$ cat config.mk
export PLATFORM = sky130hd
export DESIGN_NAME = disp_cmd_decoder_flat
export DESIGN_NICKNAME = d
export VERILOG_FILES = /design/src/rtl/disp_cmd_if.sv /design/src/rtl/disp_cmd_decoder.sv /design/src/flat_wrapper.sv
export SDC_FILE = /design/constraint.sdc
export NUM_CORES = 1
export LEC_CHECK = 0
export ABC_AREA = 1
export CORE_UTILIZATION = 55
export DETAILED_ROUTE_END_ITERATION = 8
export PLACE_DENSITY = 0.73
export SLEW_MARGIN = 40
export SYNTH_ARGS = -nofsm -noshare
export SYNTH_HDL_FRONTEND = slang
export SYNTH_SLANG_ARGS = --single-unit
$ cat constraint.sdc
create_clock -name clk -period 5.91 [get_ports clk]
set_input_delay 1.4775 -clock clk [delete_from_list [all_inputs] [get_ports clk]]
set_output_delay 1.4775 -clock clk [all_outputs]
set_load 0.02 [all_outputs]
$ cat src/rtl/disp_cmd_if.sv
// disp_cmd_if: groups the display-command byte stream and the cell-buffer
// write port into one interface.
//   cmd_valid / cmd_data / cmd_ready : command byte handshake from the FIFO
//   wr_en / wr_addr / wr_data        : text-cell RAM write port
//   cur_col / cur_row                : cursor position status
// Modports:
//   master : the FIFO side / environment (drives commands, observes outputs)
//   slave  : the decoder (consumes commands, drives the RAM port and cursor)
interface disp_cmd_if #(
  parameter int ADDR_W = 13
);
  logic              cmd_valid;
  logic [7:0]        cmd_data;
  logic              cmd_ready;
  logic              wr_en;
  logic [ADDR_W-1:0] wr_addr;
  logic [15:0]       wr_data;
  logic [6:0]        cur_col;
  logic [6:0]        cur_row;

  modport master (
    output cmd_valid, cmd_data,
    input  cmd_ready, wr_en, wr_addr, wr_data, cur_col, cur_row
  );

  modport slave (
    input  cmd_valid, cmd_data,
    output cmd_ready, wr_en, wr_addr, wr_data, cur_col, cur_row
  );
endinterface

$ cat src/rtl/disp_cmd_decoder.sv
// disp_cmd_decoder: interprets the display-command byte stream and writes
// {attr, char} cells into the text-cell buffer RAM.
// Ports:
//   clk  : system clock
//   rst  : synchronous active-high reset
//   bus  : disp_cmd_if.slave (command handshake, RAM write port, cursor)
// Optional feature: define DISP_DEC_BACKSPACE_EN to make 0x08 a destructive
// backspace; otherwise 0x08 is ignored like other unused control bytes.
// All outputs are registered; the combinational block computes the next
// value of every register.
module disp_cmd_decoder #(
  parameter int COLS   = 100,
  parameter int ROWS   = 75,
  parameter int ADDR_W = 13
) (
  input  logic      clk,
  input  logic      rst,
  disp_cmd_if.slave bus
);

  localparam int                FW        = ADDR_W + 1;
  localparam logic [6:0]        LAST_COL  = 7'(COLS - 1);
  localparam logic [6:0]        LAST_ROW  = 7'(ROWS - 1);
  localparam logic [7:0]        CLAMP_COL = 8'(COLS - 1);
  localparam logic [7:0]        CLAMP_ROW = 8'(ROWS - 1);
  localparam logic [ADDR_W-1:0] LAST_ADDR = ADDR_W'(COLS * ROWS - 1);
  localparam logic [ADDR_W-1:0] COLS_A    = ADDR_W'(COLS);
  // Fill counter is one bit wider so it can reach the cell count itself.
  localparam logic [FW-1:0]     FILL_END  = FW'(COLS * ROWS);

  typedef enum logic [2:0] {
    IDLE           = 3'd0,
    ARG_CURSOR_COL = 3'd1,
    ARG_CURSOR_ROW = 3'd2,
    ARG_ATTR       = 3'd3,
    ARG_CHAR       = 3'd4,
    ADDR_CALC      = 3'd5,
    CLEAR          = 3'd6
  } state_t;

  state_t            state, state_next;
  logic [6:0]        col, col_next;
  logic [6:0]        row, row_next;
  logic [ADDR_W-1:0] addr, addr_next;
  logic [7:0]        attr, attr_next;
  logic [FW-1:0]     fill, fill_next;
  logic              ready, ready_next;
  logic              wen, wen_next;
  logic [ADDR_W-1:0] waddr, waddr_next;
  logic [15:0]       wdata, wdata_next;

  logic              accept;
  logic [6:0]        row_inc;
  logic [6:0]        adv_col;
  logic [6:0]        adv_row;
  logic [ADDR_W-1:0] adv_addr;

  assign accept   = bus.cmd_valid && ready;
  assign row_inc  = (row == LAST_ROW) ? 7'd0 : row + 7'd1;
  // Cursor after a character write: step right, wrap to next row, wrap screen.
  assign adv_col  = (col == LAST_COL) ? 7'd0 : col + 7'd1;
  assign adv_row  = (col == LAST_COL) ? row_inc : row;
  assign adv_addr = (addr == LAST_ADDR) ? '0 : addr + ADDR_W'(1);

  assign bus.cmd_ready = ready;
  assign bus.wr_en     = wen;
  assign bus.wr_addr   = waddr;
  assign bus.wr_data   = wdata;
  assign bus.cur_col   = col;
  assign bus.cur_row   = row;

  // Register update with synchronous reset.
  always_ff @(posedge clk) begin
    if (rst) begin
      state <= IDLE;
      col   <= 7'd0;
      row   <= 7'd0;
      addr  <= '0;
      attr  <= 8'h0F;
      fill  <= '0;
      ready <= 1'b1;
      wen   <= 1'b0;
      waddr <= '0;
      wdata <= 16'h0000;
    end else begin
      state <= state_next;
      col   <= col_next;
      row   <= row_next;
      addr  <= addr_next;
      attr  <= attr_next;
      fill  <= fill_next;
      ready <= ready_next;
      wen   <= wen_next;
      waddr <= waddr_next;
      wdata <= wdata_next;
    end
  end

  // Next-state, cursor, attribute and write-port computation.
  always_comb begin
    state_next = state;
    col_next   = col;
    row_next   = row;
    addr_next  = addr;
    attr_next  = attr;
    fill_next  = fill;
    wen_next   = 1'b0;
    waddr_next = waddr;
    wdata_next = wdata;

    case (state)
      IDLE: begin
        if (accept) begin
          if (bus.cmd_data >= 8'h20) begin
            wen_next   = 1'b1;
            waddr_next = addr;
            wdata_next = {attr, bus.cmd_data};
            col_next   = adv_col;
            row_next   = adv_row;
            addr_next  = adv_addr;
          end else begin
            case (bus.cmd_data)
              8'h01: state_next = ARG_CURSOR_COL;
              8'h02: state_next = ARG_ATTR;
              8'h03: begin
                // First fill write is issued on acceptance; the sweep
                // continues from cell 1 while in CLEAR.
                state_next = CLEAR;
                wen_next   = 1'b1;
                waddr_next = '0;
                wdata_next = {attr, 8'h20};
                fill_next  = FW'(1);
              end
              8'h04: state_next = ARG_CHAR;
              8'h0A: begin
                col_next  = 7'd0;
                row_next  = row_inc;
                addr_next = ADDR_W'(row_inc) * COLS_A;
              end
              8'h0D: begin
                col_next  = 7'd0;
                addr_next = ADDR_W'(row) * COLS_A;
              end
`ifdef DISP_DEC_BACKSPACE_EN
              8'h08: begin
                if (col == 7'd0) begin
                  col_next = LAST_COL;
                  row_next = (row == 7'd0) ? LAST_ROW : row - 7'd1;
                end else begin
                  col_next = col - 7'd1;
                end
                addr_next  = (addr == '0) ? LAST_ADDR : addr - ADDR_W'(1);
                wen_next   = 1'b1;
                waddr_next = (addr == '0) ? LAST_ADDR : addr - ADDR_W'(1);
                wdata_next = {attr, 8'h20};
              end
`endif
              default: state_next = IDLE;
            endcase
          end
        end else begin
          state_next = IDLE;
        end
      end

      ARG_CURSOR_COL: begin
        if (accept) begin
          col_next   = (bus.cmd_data > CLAMP_COL) ? LAST_COL : bus.cmd_data[6:0];
          state_next = ARG_CURSOR_ROW;
        end else begin
          state_next = ARG_CURSOR_COL;
        end
      end

      ARG_CURSOR_ROW: begin
        if (accept) begin
          row_next   = (bus.cmd_data > CLAMP_ROW) ? LAST_ROW : bus.cmd_data[6:0];
          state_next = ADDR_CALC;
        end else begin
          state_next = ARG_CURSOR_ROW;
        end
      end

      ADDR_CALC: begin
        addr_next  = ADDR_W'(row) * COLS_A + ADDR_W'(col);
        state_next = IDLE;
      end

      ARG_ATTR: begin
        if (accept) begin
          attr_next  = bus.cmd_data;
          state_next = IDLE;
        end else begin
          state_next = ARG_ATTR;
        end
      end

      ARG_CHAR: begin
        if (accept) begin
          wen_next   = 1'b1;
          waddr_next = addr;
          wdata_next = {attr, bus.cmd_data};
          col_next   = adv_col;
          row_next   = adv_row;
          addr_next  = adv_addr;
          state_next = IDLE;
        end else begin
          state_next = ARG_CHAR;
        end
      end

      CLEAR: begin
        // The cycle with fill == cell count issues no write; it keeps
        // cmd_ready low until the cycle after the last write is visible.
        if (fill == FILL_END) begin
          state_next = IDLE;
          col_next   = 7'd0;
          row_next   = 7'd0;
          addr_next  = '0;
          fill_next  = '0;
        end else begin
          wen_next   = 1'b1;
          waddr_next = fill[ADDR_W-1:0];
          wdata_next = {attr, 8'h20};
          fill_next  = fill + FW'(1);
        end
      end

      default: state_next = IDLE;
    endcase

    ready_next = !((state_next == ADDR_CALC) || (state_next == CLEAR));
  end

endmodule

$ cat src/flat_wrapper.sv
// flat-port wrapper written by rule: the top's interface ports become plain ports
module disp_cmd_decoder_flat 
#(
  parameter int COLS   = 100,
  parameter int ROWS   = 75,
  parameter int ADDR_W = 13
)
  (clk, rst, bus_cmd_valid, bus_cmd_data, bus_cmd_ready, bus_wr_en, bus_wr_addr, bus_wr_data, bus_cur_col, bus_cur_row);
  disp_cmd_if #(.ADDR_W(ADDR_W)) bus_i ();
  input  logic clk;
  input  logic rst;
  input wire logic [$bits(bus_i.cmd_valid)-1:0] bus_cmd_valid;
  input wire logic [$bits(bus_i.cmd_data)-1:0] bus_cmd_data;
  output wire logic [$bits(bus_i.cmd_ready)-1:0] bus_cmd_ready;
  output wire logic [$bits(bus_i.wr_en)-1:0] bus_wr_en;
  output wire logic [$bits(bus_i.wr_addr)-1:0] bus_wr_addr;
  output wire logic [$bits(bus_i.wr_data)-1:0] bus_wr_data;
  output wire logic [$bits(bus_i.cur_col)-1:0] bus_cur_col;
  output wire logic [$bits(bus_i.cur_row)-1:0] bus_cur_row;
  assign bus_i.cmd_valid = bus_cmd_valid;
  assign bus_i.cmd_data = bus_cmd_data;
  assign bus_cmd_ready = bus_i.cmd_ready;
  assign bus_wr_en = bus_i.wr_en;
  assign bus_wr_addr = bus_i.wr_addr;
  assign bus_wr_data = bus_i.wr_data;
  assign bus_cur_col = bus_i.cur_col;
  assign bus_cur_row = bus_i.cur_row;
  disp_cmd_decoder #(.COLS(COLS), .ROWS(ROWS), .ADDR_W(ADDR_W)) u_core (.clk(clk), .rst(rst), .bus(bus_i));
endmodule
==> key figures <==
Yosys
  • Cell Area, Synth: between 6000 and 7000 um2
  • FFs w/ async S/R, synth: 0
  • Sequential-to-total area share from yosys stat: 0.2549
  • Synth Instances: 1000
  • Top FF cell, synth: dfxtp_1
  • FF+latch count, synth: 83
  • Syn avg cell area: 6.519 um2
  • Post-synth EDFFs: 0
  • Synthesized net count: 1074
  • Synth Warn #: 0
  • Synth cell types: 48

Route
  • Initial DRC count: ~530
  • Drt pass-1 iters: 5
  • Wire length on met1: 8813 um
  • DRT Wirelength: ~18000 um
  • Vias post-DR: roughly 6700
  • Met2 Wirelength: 7956 um
  • WL per Instance: 15.13 um
  • Top sig layer: met4
  • Post-route antenna net violation count: 0
  • DRC viols: 0
  • Vias per inst: ~5.7
  • Met3 Wirelength: 991 um

Final layout
  • Fillers: ~1100
  • Most common cell after layout, fill and taps aside: nand2_1
  • Multi-input logic area: 4274 um2
  • Most frequent cells in the layout: nand2_1 (214), nor2_1 (107), inv_1 (103)
  • Ant diodes: 0
  • Design area: approximately 7400 um2
  • Layout cells sized above 1: 0.06220
  • Area grow syn2layout: 13.80%
  • Post-layout nets: 1114
  • FF/Latch Area: approximately 1700 um2

Clock tree
  • PostCTS Resize Cnt: 0
  • Hold buffer count at cts: 0
  • CTS tree: yes
  • Clock sinks: 83
  • Clock Path Buffers: 2
  • Root Buffer Master: clkbuf_16
  • Clock Latency Late Sink: about 0.34 ns
  • CTS Buf Count: 9
  • Postcts setup bufs: 0
  • H-tree levels: 3
  • Clock transition at path regs: roughly 0.060 ns

Floorplanning
  • Die W: about 110 um
  • Die ar.: 12290 um2
  • Starting Density: 0.5685
  • I/O pins: 56
  • Row cnt: 39
  • Area of the core: 11470 um2
  • Die Ht: 110.9 um

Timing
  • Period utilisation layout: 0.6997
  • Tmin final: approximately 4.1 ns
  • # setup viols final: 0
  • Final hold vios: 0
  • Setup_tns: 0 ns
  • Max Clock Skew: 0.007083 ns
  • Hold_ws: 0.4698 ns
  • Slew @ Worst Pin: 0.7147 ns
  • Fmax: between 200 and 250 MHz
  • Max_slew headroom: 0.5230
  • Final Max Tran Viols: 0
  • RSZ-0062 raised after global routing: no

Worst setup path
  • Crit Path Class: register to register
  • CP Max Fanout: 11
  • R2R setup slack: 1.77 ns
  • FF-to-FF path depth: 19
  • CP required: 6.15 ns
  • Critical Path Source: u_core.bus.cur_row[0]
  • Worst setup path endpoint: u_core.addr[11]
  • Setup crit end kind: register
  • Startpoint types: register
  • Reg2reg start: u_core.bus.cur_row[0]
  • Reg2reg end: u_core.addr[11]
  • Crit path DAT: between 4 and 5 ns

Outcome
  • Status: finished, final reports clean

Power
  • VDD IR max: approximately 200 uV
  • P_leak: 3.404 nW
  • Power Dens Cells: 252.3 nW/um2

GRT
  • First-pass GRT wire length: 29240 um
  • Gr usage total: 0.2918
  • Vias in the first global route: between 5000 and 6000
  • GR Overflow Total: 0
  • Largest net degree at the start of global routing: 44
  • Initial antenna violation count: 0

Place
  • DP Area: 7117 um2
  • I/O Buffers: 55
  • RePlAce Congestion: ~0.93
  • HPWL after detailed placement: 13650 um

Hold path
  • HP Class: register to register

Run
  • Total of max-cap violations: 0
## layout make-up
| class | count | area share |
|---|---|---|
| multi-input cells | 769 | 0.5762 |
| clock buffers | 10 | 0.03087 |
| inverters | 121 | 0.06156 |
| flip-flops and latches | 83 | 0.2240 |
| clock inverters | 6 | 0.008770 |
| repair buffers | 56 | 0.07455 |
| well taps | 143 | 0.02412 |
## where the power goes
part | total, W | internal [W] | switching (W)
Sequential | 0.000670 | 0.000605 | 0.0000645
Combinational | 0.000645 | 0.000247 | 0.000398
Clock | 0.000558 | 0.000328 | 0.000229
## per-stage QoR
stage,power [W],cells,setup WS (ns),util
6_report,0.001872,1188,1.775,0.6469
5_1_grt,0.001990,1188,1.469,0.6469
4_1_cts,0.001873,1188,1.799,0.6463
3_5_place_dp,0.001313,1172,1.814,0.6206
3_3_place_gp,0.001308,1172,1.949,0.6211
2_1_floorplan,0.001121,1000,2.255,-
## worst min path at each step
stage / end / from / depth (start not counted)
after floorplan: u_core.attr[0] / u_core.attr[0] / 2
after global placement: u_core.bus.wr_data[4] / u_core.bus.wr_data[4] / 2
after detailed placement: u_core.bus.wr_data[2] / u_core.bus.wr_data[2] / 2
after CTS: u_core.bus.wr_data[2] / u_core.bus.wr_data[2] / 2
after global routing: u_core.bus.wr_data[1] / u_core.bus.wr_data[1] / 2
final: u_core.bus.wr_data[2] / u_core.bus.wr_data[2] / 2
## synthesized netlist by cell type, types with 2 or more instances
master / number / area, um2
inv_1: 103 / 386.6
a211oi_1: 5 / 37.54
nand2_2: 6 / 37.54
o21a_1: 2 / 15.01
clkbuf_1: 16 / 60.06
o22ai_1: 7 / 43.79
nand4_1: 13 / 81.33
or2_2: 2 / 12.51
a22oi_1: 13 / 97.59
ha_1: 58 / 725.7
inv_2: 16 / 60.06
dfxtp_1: 83 / 1662
fa_1: 5 / 100.1
xnor2_1: 4 / 35.03
o21ai_0: 74 / 370.4
o21ai_2: 3 / 26.28
o21ai_1: 19 / 95.09
a31oi_1: 4 / 25.02
nand2_1: 214 / 803.3
nand3b_1: 5 / 37.54
buf_4: 3 / 22.52
o31ai_1: 3 / 22.52
a21oi_1: 76 / 380.4
o211ai_1: 9 / 67.56
o2111ai_1: 2 / 17.52
buf_2: 5 / 25.02
nor2_2: 8 / 50.05
nand2_4: 2 / 22.52
buf_6: 2 / 22.52
nor2_1: 107 / 401.6
nor2_4: 5 / 56.30
o21bai_1: 2 / 15.01
xor2_1: 8 / 70.07
nor3_1: 21 / 105.1
nand3_1: 82 / 410.4
## per-layer routing
layer,track usage,up-vias
met4,0.06578,0
met2,0.4654,229
li1,-,3436
met5,0,-
met3,0.04265,22
met1,0.4154,3046
## logic make-up after synthesis
logic type,count (synthesis),share of synthesized area
flip-flops,83,0.2549
adder cells (fa/ha/maj),63,0.1267
XOR/XNOR,12,0.01612
AO/OA/AOI/OAI,223,0.1914
buffers and inverters,148,0.09059
AND/OR/NAND/NOR,471,0.3203
## critical path, stage by stage, from the launching register on
cell	delay, ns
dfxtp_1	0.58
inv_1	0.11
ha_1	0.21
nand4_1	0.18
inv_1	0.10
nor2_1	0.42
ha_1	0.32
ha_1	0.32
fa_1	0.47
ha_1	0.38
a21oi_1	0.13
or2_2	0.30
nand3_1	0.07
nand2_1	0.05
nand3_1	0.08
nand3_1	0.08
nand2_1	0.08
nand3_1	0.06
nand2_1	0.06
inv_1	0.03
## sequential cells by signal, summed over array words and instances (netlist names)
name and count:
u_core.bus.cur_col 7, u_core.addr 13, u_core.bus.cur_row 7, u_core.attr 8
u_core.fill 14, u_core.bus.wr_addr 13, u_core.state 3, u_core.bus.cmd_ready 1
u_core.bus.wr_data 16, u_core.bus.wr_en 1
Power figures use the tool's default switching activity.
